### src/rtl/adder_pkg.sv
// Shared constants and types for the N-bit adder slice.
// The flags struct is only registered when ADDER_NBIT_OVF_EN is defined.
package adder_pkg;

  localparam int ADDER_DEFAULT_N = 32;

  typedef struct packed {
    logic c_out;
    logic ovf;
  } adder_flags_t;

endpackage

### src/rtl/adder_nbit_full_adder.sv
// Purely combinational 1-bit full adder cell.
// It is chained N times to form the ripple-carry datapath of adder_nbit.
module full_adder (
  input  logic a,
  input  logic b,
  input  logic c_in,
  output logic s,
  output logic c_out
);

  logic halfSum;

  assign halfSum = a ^ b;
  assign s       = halfSum ^ c_in;
  assign c_out   = (a & b) | (c_in & halfSum);

endmodule

### src/rtl/adder_nbit.sv
// Registered N-bit ripple-carry adder with carry-in and carry-out.
// Optional signed-overflow output is enabled with macro ADDER_NBIT_OVF_EN.
module adder_nbit
  import adder_pkg::*;
#(
  parameter int N = ADDER_DEFAULT_N
) (
  input  logic         clk,
  input  logic         rst,
  input  logic [N-1:0] a,
  input  logic [N-1:0] b,
  input  logic         c_in,
  output logic [N-1:0] sum,
`ifdef ADDER_NBIT_OVF_EN
  output logic         ovf,
`endif
  output logic         c_out
);

  logic [N:0]   carry;
  logic [N-1:0] sum_d;
  logic [N-1:0] sum_q;

  assign carry[0] = c_in;

  for (genvar i = 0; i < N; i++) begin : g_fa
    full_adder u_fa (
      .a     (a[i]),
      .b     (b[i]),
      .c_in  (carry[i]),
      .s     (sum_d[i]),
      .c_out (carry[i+1])
    );
  end

`ifdef ADDER_NBIT_OVF_EN
  adder_flags_t flags_d;
  adder_flags_t flags_q;

  // Signed overflow: carry into the sign bit differs from carry out of it.
  assign flags_d.c_out = carry[N];
  assign flags_d.ovf   = carry[N] ^ carry[N-1];

  always_ff @(posedge clk) begin
    if (rst) begin
      sum_q   <= '0;
      flags_q <= '0;
    end else begin
      sum_q   <= sum_d;
      flags_q <= flags_d;
    end
  end

  assign c_out = flags_q.c_out;
  assign ovf   = flags_q.ovf;
`else
  logic c_out_d;
  logic c_out_q;

  assign c_out_d = carry[N];

  always_ff @(posedge clk) begin
    if (rst) begin
      sum_q   <= '0;
      c_out_q <= 1'b0;
    end else begin
      sum_q   <= sum_d;
      c_out_q <= c_out_d;
    end
  end

  assign c_out = c_out_q;
`endif

  assign sum = sum_q;

endmodule

### config.mk
export PLATFORM = sky130hd
export DESIGN_NAME = adder_nbit
export DESIGN_NICKNAME = d
export VERILOG_FILES = /design/src/rtl/adder_pkg.sv /design/src/rtl/adder_nbit_full_adder.sv /design/src/rtl/adder_nbit.sv
export SDC_FILE = /design/constraint.sdc
export NUM_CORES = 1
export LEC_CHECK = 0
export CAP_MARGIN = 20
export CORE_ASPECT_RATIO = 0.7
export CORE_MARGIN = 1.5
export CORE_UTILIZATION = 30
export DETAILED_ROUTE_END_ITERATION = 12
export GPL_TIMING_DRIVEN = 0
export PLACE_DENSITY = 0.76
export SYNTH_ARGS = -nofsm -noshare
export SYNTH_HDL_FRONTEND = slang
export SYNTH_HIERARCHICAL = 1
export SYNTH_SLANG_ARGS = --single-unit
### constraint.sdc
create_clock -name clk -period 19.2 [get_ports clk]
set_input_delay 1.92 -clock clk [delete_from_list [all_inputs] [get_ports clk]]
set_output_delay 1.92 -clock clk [all_outputs]
set_load 0.1 [all_outputs]
Yosys cells after proc, flatten, opt, wreduce, memory -nomap -nowiden. Index checks and enable logic that the tools add are counted.

$add $sub $neg: 0. $mul: 0. Div/mod/pow operators: 0. Order comparisons: 0. Equality and inequality tests: 0. Shift operators: 0. Mux-type cells: 0. Bitwise gates (word level): 160. Reduce and logical (&&, ||, !) cells: 0.

Operators by type and width (count): $and 1x1->1 (64); $xor 1x1->1 (64); $or 1x1->1 (32).

Bits in registers: 33. Bits in latches: 0. Memory bits (writable): 0. Bits in read-only memories: 0. Output and inout port bits: 33. Memories kept: 0.

Logic depth before layout (Yosys ltp). Gate-level depths: netlist of the first run.

Depth after elaboration: 65. Mapped depth: 33. Gate-level depth less buffers: 33.

Modules after synthesis. Netlist of the first run, hierarchy kept.

Modules (own cells, without submodules): adder_nbit (times used 1, cells each 69, area each 889.6 µm², seq. area each 660.6 µm²); full_adder (times used 32, cells each 1, area each 20.0 µm², seq. area each 0.0 µm²).

Worst setup path before layout of the first run. Ideal clock, no wire load.

Path kind: input-to-reg. Start: input a[0]. End: register sum_q[31] (netlist: sum[31]). Setup time: 0.114 ns. Arrival time: 14.270 ns. Data required time: 19.086 ns. Setup slack: 4.816 ns. Cell stages on the path: 33. Cells stage by stage: fa_1 -> fa_1 -> fa_1 -> fa_1 -> fa_1 -> fa_1 -> fa_1 -> fa_1 -> fa_1 -> fa_1 -> fa_1 -> fa_1 -> fa_1 -> fa_1 -> fa_1 -> fa_1 -> fa_1 -> fa_1 -> fa_1 -> fa_1 -> fa_1 -> fa_1 -> fa_1 -> fa_1 -> fa_1 -> fa_1 -> fa_1 -> fa_1 -> fa_1 -> fa_1 -> fa_1 -> fa_1 -> nor2b_1.

Longest elaborated chain between the ends: 64. Elaborated cells on any way between the ends: 65. Classes of those cells: bitwise (65).

Ends and longest elaborated chain: start, declared (line adder_nbit.sv:10) `input logic [N-1:0] a,`; $xor 1x1->1 (line adder_nbit_full_adder.sv:13) `assign halfSum = a ^ b;`; $and 1x1->1 (line adder_nbit_full_adder.sv:15) `assign c_out = (a & b) | (c_in & halfSum);`; $or 1x1->1 * (line adder_nbit_full_adder.sv:15); $and 1x1->1 * (line adder_nbit_full_adder.sv:15); $or 1x1->1 * (line adder_nbit_full_adder.sv:15); named net carry[2] (line adder_nbit.sv:20) `logic [N:0] carry;`; $and 1x1->1 * (line adder_nbit_full_adder.sv:15); $or 1x1->1 * (line adder_nbit_full_adder.sv:15); named net carry[3] (line adder_nbit.sv:20); (+2 left out); named net carry[4] (line adder_nbit.sv:20); (+2 left out); named net carry[5] (line adder_nbit.sv:20); (+2 left out); named net carry[6] (line adder_nbit.sv:20); (+2 left out); named net carry[7] (line adder_nbit.sv:20); (+2 left out); named net carry[8] (line adder_nbit.sv:20); (+2 left out); named net carry[9] (line adder_nbit.sv:20); (+2 left out); named net carry[10] (line adder_nbit.sv:20); (+2 left out); named net carry[11] (line adder_nbit.sv:20); (+2 left out); named net carry[12] (line adder_nbit.sv:20); (+2 left out); named net carry[13] (line adder_nbit.sv:20); (+2 left out); named net carry[14] (line adder_nbit.sv:20); (+2 left out); named net carry[15] (line adder_nbit.sv:20); (+2 left out); named net carry[16] (line adder_nbit.sv:20); (+2 left out); named net carry[17] (line adder_nbit.sv:20); (+2 left out); named net carry[18] (line adder_nbit.sv:20); (+2 left out); named net carry[19] (line adder_nbit.sv:20); (+2 left out); named net carry[20] (line adder_nbit.sv:20); (+2 left out); named net carry[21] (line adder_nbit.sv:20); (+2 left out); named net carry[22] (line adder_nbit.sv:20); (+2 left out); named net carry[23] (line adder_nbit.sv:20); (+2 left out); named net carry[24] (line adder_nbit.sv:20); (+2 left out); named net carry[25] (line adder_nbit.sv:20); (+2 left out); named net carry[26] (line adder_nbit.sv:20); (+2 left out); named net carry[27] (line adder_nbit.sv:20); (+2 left out); named net carry[28] (line adder_nbit.sv:20); (+2 left out); named net carry[29] (line adder_nbit.sv:20); $and 1x1->1 * (line adder_nbit_full_adder.sv:15); $or 1x1->1 * (line adder_nbit_full_adder.sv:15); named net carry[30] (line adder_nbit.sv:20); $and 1x1->1 * (line adder_nbit_full_adder.sv:15); $or 1x1->1 * (line adder_nbit_full_adder.sv:15); named net carry[31] (line adder_nbit.sv:20); $xor 1x1->1 * (line adder_nbit_full_adder.sv:14) `assign s = halfSum ^ c_in;`; named net sum_d[31] (line adder_nbit.sv:21) `logic [N-1:0] sum_d;`; end signal, assigned (line adder_nbit.sv:67) `sum_q <= sum_d;`; end, declared (line adder_nbit.sv:22) `logic [N-1:0] sum_q;`.

Mark *: on every way through the listed nets, which the timed path passes. The rest lies on a longest branch. A chain may end at the register's enable or synchronous reset.

Final worst setup path of the first run.
Start: input a[0]. End: register sum_q[31] (netlist: sum[31]).

Longest elaborated chain between the ends: 64. Elaborated cells on any way between the ends: 65. Classes of those cells: bitwise (65).

Ends and longest elaborated chain (line): $xor 1x1->1 (adder_nbit_full_adder.sv:13); $and 1x1->1 (adder_nbit_full_adder.sv:15); $or 1x1->1 * (adder_nbit_full_adder.sv:15); named net carry[1] (adder_nbit.sv:20); $and 1x1->1 * (adder_nbit_full_adder.sv:15); $or 1x1->1 * (adder_nbit_full_adder.sv:15); named net carry[2] (adder_nbit.sv:20); $and 1x1->1 * (adder_nbit_full_adder.sv:15); (+1 left out); named net carry[3] (adder_nbit.sv:20); (+2 left out); named net carry[4] (adder_nbit.sv:20); (+2 left out); named net carry[5] (adder_nbit.sv:20); (+2 left out); named net carry[6] (adder_nbit.sv:20); (+2 left out); named net carry[7] (adder_nbit.sv:20); (+2 left out); named net carry[8] (adder_nbit.sv:20); (+2 left out); named net carry[9] (adder_nbit.sv:20); (+2 left out); named net carry[10] (adder_nbit.sv:20); (+2 left out); named net carry[11] (adder_nbit.sv:20); (+2 left out); named net carry[12] (adder_nbit.sv:20); (+2 left out); named net carry[13] (adder_nbit.sv:20); (+2 left out); named net carry[14] (adder_nbit.sv:20); (+2 left out); named net carry[15] (adder_nbit.sv:20); (+2 left out); named net carry[16] (adder_nbit.sv:20); (+2 left out); named net carry[17] (adder_nbit.sv:20); (+2 left out); named net carry[18] (adder_nbit.sv:20); (+2 left out); named net carry[19] (adder_nbit.sv:20); (+2 left out); named net carry[20] (adder_nbit.sv:20); (+2 left out); named net carry[21] (adder_nbit.sv:20); (+2 left out); named net carry[22] (adder_nbit.sv:20); (+2 left out); named net carry[23] (adder_nbit.sv:20); (+2 left out); named net carry[24] (adder_nbit.sv:20); (+2 left out); named net carry[25] (adder_nbit.sv:20); (+2 left out); named net carry[26] (adder_nbit.sv:20); (+2 left out); named net carry[27] (adder_nbit.sv:20); (+2 left out); named net carry[28] (adder_nbit.sv:20); (+2 left out); named net carry[29] (adder_nbit.sv:20); $and 1x1->1 * (adder_nbit_full_adder.sv:15); $or 1x1->1 * (adder_nbit_full_adder.sv:15); named net carry[30] (adder_nbit.sv:20); $and 1x1->1 * (adder_nbit_full_adder.sv:15); $or 1x1->1 * (adder_nbit_full_adder.sv:15); named net carry[31] (adder_nbit.sv:20); $xor 1x1->1 * (adder_nbit_full_adder.sv:14); named net sum_d[31] (adder_nbit.sv:21).

Marks and branches as above.

==> results.tsv, run 1 <==
metric	value	unit
Yosys warning count	6	
TNS Setup	0	ns
setup ws final	4.157	ns
crit start category	primary input	
row count	21	
Mapped Nets	200	
hpwl dp	2.884	mm
WL met2	1.621	mm
crit end category	flop	
Die Width	88.36	um
min-delay worst type	primary input to flop	
Starting Density	31.65	%
Mapped Cells	101	
Final Power	0.2502	mW
H-Tree Depth	2	
post-synthesis simple-gate area fraction	13.49	%
Synth Area in Adders	41.86	%
Final ANT Viol Nets	0	
headroom to the max-slew limit	33.26	%
Layout fillers	441	
Clock Tree Buf Depth	2	
# setup viols final	0	
worst ir drop on vdd	0.00003021	V
CTS tree	yes	
post-DR wirelength/cell	12.28	um
Post-CTS Setup Bufs	0	
switching part of the total	43.72	%
worst-margin pin slew	0.9980	ns
mux contribution to synthesized area	0	%
Crit path top cell by count	fa_1	
die area	5545	um2
number of detailed-route iterations in the first pass	2	
CP max stage delay	0.44	ns
wire length on met1	1.416	mm
largest family of logic cells by synthesized area	adder cells	
mapped cell area	1530	um2
# IOs	100	
Final Util	55.72	%
CTS Hold Bufs	0	
Avg Inst Size Synth	15.15	um2
Switching Power	0.1094	mW
GPL Wtd Cong	0.7592	
fmax	66.47	MHz
total congestion overflow	0	
Combinational Power Share	48.2	%
core area	4835	um2
Post-CTS Resized	0	
pwr/cell area	92.89	nW/um2
clock network power share	20.1	%
critical setup path kind	primary input to flop	
Port Buffers	99	
xor/xnor cell area share of the yosys netlist	0	%
post-route DRC violation count	0	
number of max-cap violations	0	
final cell count without fillers	277	
Via density	3.921	
Root Driver	clkbuf_8	
crit path max fanout	1	
WP data arrival	15.21	ns
metal3 WL	317	um
clock slew at reported path FFs	0.07	ns
post-place setup slack	3.788	ns
final hold vios	0	
DR top layer	met4	
largest net degree at the start of global routing	12	
global-route wire length before repair	5.326	mm
final antenna diode count	0	
Int Pwr	0.1408	mW
GRT Total Usage	13.34	%
initial antenna violation count	0	
register area share after synthesis	43.17	%
fin nets	306	
CP max-delay cell	fa_1	
TritonCTS Buffers	5	
Yosys cell types	4	
Die H	62.76	um
post-synthesis compound-gate area fraction	0	%
routed via count	1086	
Req. time, crit path	19.37	ns
vias in the first global route	1123	
Pins Over Slew Limit	0	
cell total after placement	269	
status	complete, no violations	
fraction of layout cells with a size suffix above 1	5.288	%
unrepaired setup endpoints after global routing	no	
final wirelength	3.401	mm
period utilization	78.35	%
Syn-to-layout area delta	76.04	%
Tmin final	15.04	ns
sequential power share	31.7	%
total clock sinks	33	
DR iter-0 viols	13	
FF+latch count, synth	33	
Leak	1.018	nW
==> cells in the mapped netlist <==
cell type,number,area (um2)
nor2b_1,33,206.5
dfxtp_1,33,660.6
buf_4,3,22.52
fa_1,32,640.6
==> sequential cells by signal (all words and copies together), names as in the netlist <==
name	flops
c_out	1
sum	32
==> final timing paths <==
kind              start      end  slack (ns)  cells after the start
setup / recovery   a[0]  sum[31]        4.16                     34
hold / removal      rst  sum[31]        2.35                      2
==> per-layer routing <==
metal  up-vias  track usage (%)
li1        511                -
met1       508            15.84
met2        62            21.66
met3         5            4.756
met4         0            5.859
met5         -                0
==> critical path, delay by kind of cell <==
family        cells  cell delay [ns]
fa+ha+maj        32            12.73
buf+inv           1             0.43
simple gates      1             0.13
==> through the flow <==
| step | hold slack, ns | cell area, um2 |
|---|---|---|
| CTS | 2.339 | 2694 |
| global route | 2.367 | 2694 |
| global placement | 2.634 | 2608 |
| floorplan | 1.992 | 1530 |
| detailed placement | 2.638 | 2608 |
| finish | 2.347 | 2694 |
==> area by class of cell <==
class,count,area (um2),share of cell area (%)
clock buffers,5,68.82,2.555
multi-input cells,65,847.1,31.44
plain buffers,3,22.52,0.8360
repair buffers,99,991.0,36.79
clock inverters,3,17.52,0.6503
well taps,69,86.33,3.205
flip-flops and latches,33,660.6,24.52
==> power groups by stage <==
stage	logic [mW]	clock network, mW	registers [mW]
detailed placement	0.121	0	0.0811
finish	0.121	0.0503	0.0794
global placement	0.120	0	0.0810
CTS	0.122	0.0536	0.0795
global route	0.128	0.0558	0.0802
floorplan	0.0165	0	0.147
==> cell usage in the layout, fill, tap and decap left out <==
cell type	instances
clkinv_2	2
nor2b_1	33
fa_1	32
clkdlybuf4s50_1	99
dfxtp_1	33
clkinvlp_4	1
clkbuf_8	5
buf_4	3
==> cell families (layout without fill, tap and decap cells) <==
group / after synthesis / in the layout
flops: 33 / 33
simple gates: 33 / 33
fa+ha+maj: 32 / 32
buf+inv: 3 / 110
Power figures use the tool's default switching activity.
==> run 2: changes to the inputs <==
--- a/config.mk
+++ b/config.mk
@@ -11,7 +11,7 @@
 export CORE_UTILIZATION = 30
 export DETAILED_ROUTE_END_ITERATION = 12
 export GPL_TIMING_DRIVEN = 0
-export PLACE_DENSITY = 0.76
+export PLACE_DENSITY = 0.78
 export SYNTH_ARGS = -nofsm -noshare
 export SYNTH_HDL_FRONTEND = slang
 export SYNTH_HIERARCHICAL = 1
==> constraint.sdc (replaced) <==
create_clock -name clk -period 12.28 [get_ports clk]
set_input_delay 1.228 -clock clk [delete_from_list [all_inputs] [get_ports clk]]
set_output_delay 1.228 -clock clk [all_outputs]
set_load 0.1 [all_outputs]
==> run 2 against run 1 <==
Utilization up 2.1 points. Combinational power up 59%. Clock-buffer cell count up 2. Sequential cell count unchanged. Critical endpoint unchanged. Clock power up 110%. The run now ends with setup timing left. Total power up 68%.
==> results.tsv, run 2 (same netlist as run 1, synthesis figures left out) <==
metric	value	unit
status	finished, violations left	
violated checks	setup timing	
max FFs per register	32	
die area	5545	um2
WP data arrival	12.82	ns
initial antenna violation count	0	
fraction of layout cells with a size suffix above 1	21.63	%
most frequent cells in the layout	clkdlybuf4s50_1, nor2b_1, dfxtp_1, fa_2, clkbuf_8	
switching part of the total	40.75	%
Sequential Area	660.6	um2
core area	4835	um2
area taken by multi-input logic gates	927.1	um2
GPL Wtd Cong	0.7259	
post-place setup slack	-0.9751	ns
total clock sinks	33	
clock slew at reported path FFs	0.07	ns
number of detailed-route iterations in the first pass	4	
setup ws final	-0.3283	ns
CP max-delay cell	fa_2	
cell family with most CP delay	adder cells	
headroom to the max-slew limit	33.22	%
Die H	62.76	um
number of max-cap violations	0	
final antenna diode count	0	
largest net degree at the start of global routing	11	
post-DR wirelength/cell	12.42	um
Req. time, crit path	12.50	ns
sequential power share	29.6	%
worst-margin pin slew	0.9985	ns
final hold vios	0	
GRT Total Usage	13.07	%
final cell count without fillers	277	
vias in the first global route	1146	
CTS Hold Bufs	0	
Switching Power	0.1713	mW
fmax	79.31	MHz
Combinational Power Share	45.6	%
Via density	3.978	
Crit path top cell by count	fa_2	
Post-CTS Setup Bufs	0	
DR iter-0 viols	17	
Root Driver	clkbuf_8	
cell total after placement	269	
Clock Tree Buf Depth	2	
hpwl dp	2.985	mm
Starting Density	31.65	%
total congestion overflow	0	
Critical path buffers and inverters	1	
clock network power share	24.8	%
# setup viols final	2	
Int Pwr	0.2490	mW
Syn-to-layout area delta	82.67	%
commonest non-fill, non-tap cell in the layout	clkdlybuf4s50_1	
pwr/cell area	150.4	nW/um2
min-delay worst type	primary input to flop	
crit path max fanout	1	
routed via count	1102	
critical setup path kind	primary input to flop	
Leak	1.008	nW
Final ANT Viol Nets	0	
crit end category	flop	
global-route wire length before repair	5.299	mm
crit start category	primary input	
fin nets	306	
Layout fillers	403	
Tmin final	12.61	ns
worst ir drop on vdd	0.00004987	V
H-Tree Depth	2	
Port Buffers	99	
unrepaired setup endpoints after global routing	yes	
Die Width	88.36	um
CP max stage delay	0.52	ns
period utilization	102.7	%
CTS tree	yes	
TritonCTS Buffers	5	
Final Util	57.82	%
row count	21	
final wirelength	3.440	mm
# IOs	100	
post-route DRC violation count	0	
Pins Over Slew Limit	0	
Final Power	0.4203	mW
==> run 2: what timing repair did <==
item                                   in CTS  in global routing
endpoints found under the hold margin       0                  0
setup endpoints to repair                   4                  3
pin swaps                                   0                  0
resized for setup                          14                  0
==> run 2: power by group through the flow <==
stage	combinational [mW]	clock, mW	sequential (mW)
finish	0.192	0.104	0.124
global route	0.202	0.113	0.125
CTS	0.194	0.107	0.125
detailed placement	0.194	0	0.127
global placement	0.191	0	0.127
floorplan	0.0280	0	0.230
==> run 2: layout make-up <==
type / count / area share (%)
clock inverter: 1 / 1.074
timing repair buffer: 99 / 35.14
sequential: 33 / 23.63
buffer: 3 / 0.8057
multi-input combinational: 65 / 33.17
tap: 69 / 3.089
clock buffer: 7 / 3.089
==> run 2: stage by stage <==
step | TNS (ns) | cell area (um2) | hold slack (ns)
floorplan | -0.2897 | 1608 | 1.300
global placement | -2.548 | 2685 | 1.933
detailed placement | -2.867 | 2685 | 1.950
CTS | -0.6111 | 2795 | 1.371
global route | -1.142 | 2795 | 1.374
finish | -0.5400 | 2795 | 1.378
==> run 2: per-layer routing <==
metal	GRT usage, %	vias up	share of wire, %
met5	0	-	0
li1	-	511	-
met1	16.38	523	43
met3	4.624	5	8.8
met2	20.90	63	47
met4	4.492	0	0.84
==> run 2: path summary, 6_finish.rpt <==
check                  to  slack, ns  cells after the start  from
hold / removal     sum[0]       1.38                      3  a[0]
setup / recovery  sum[31]      -0.33                     34  a[0]
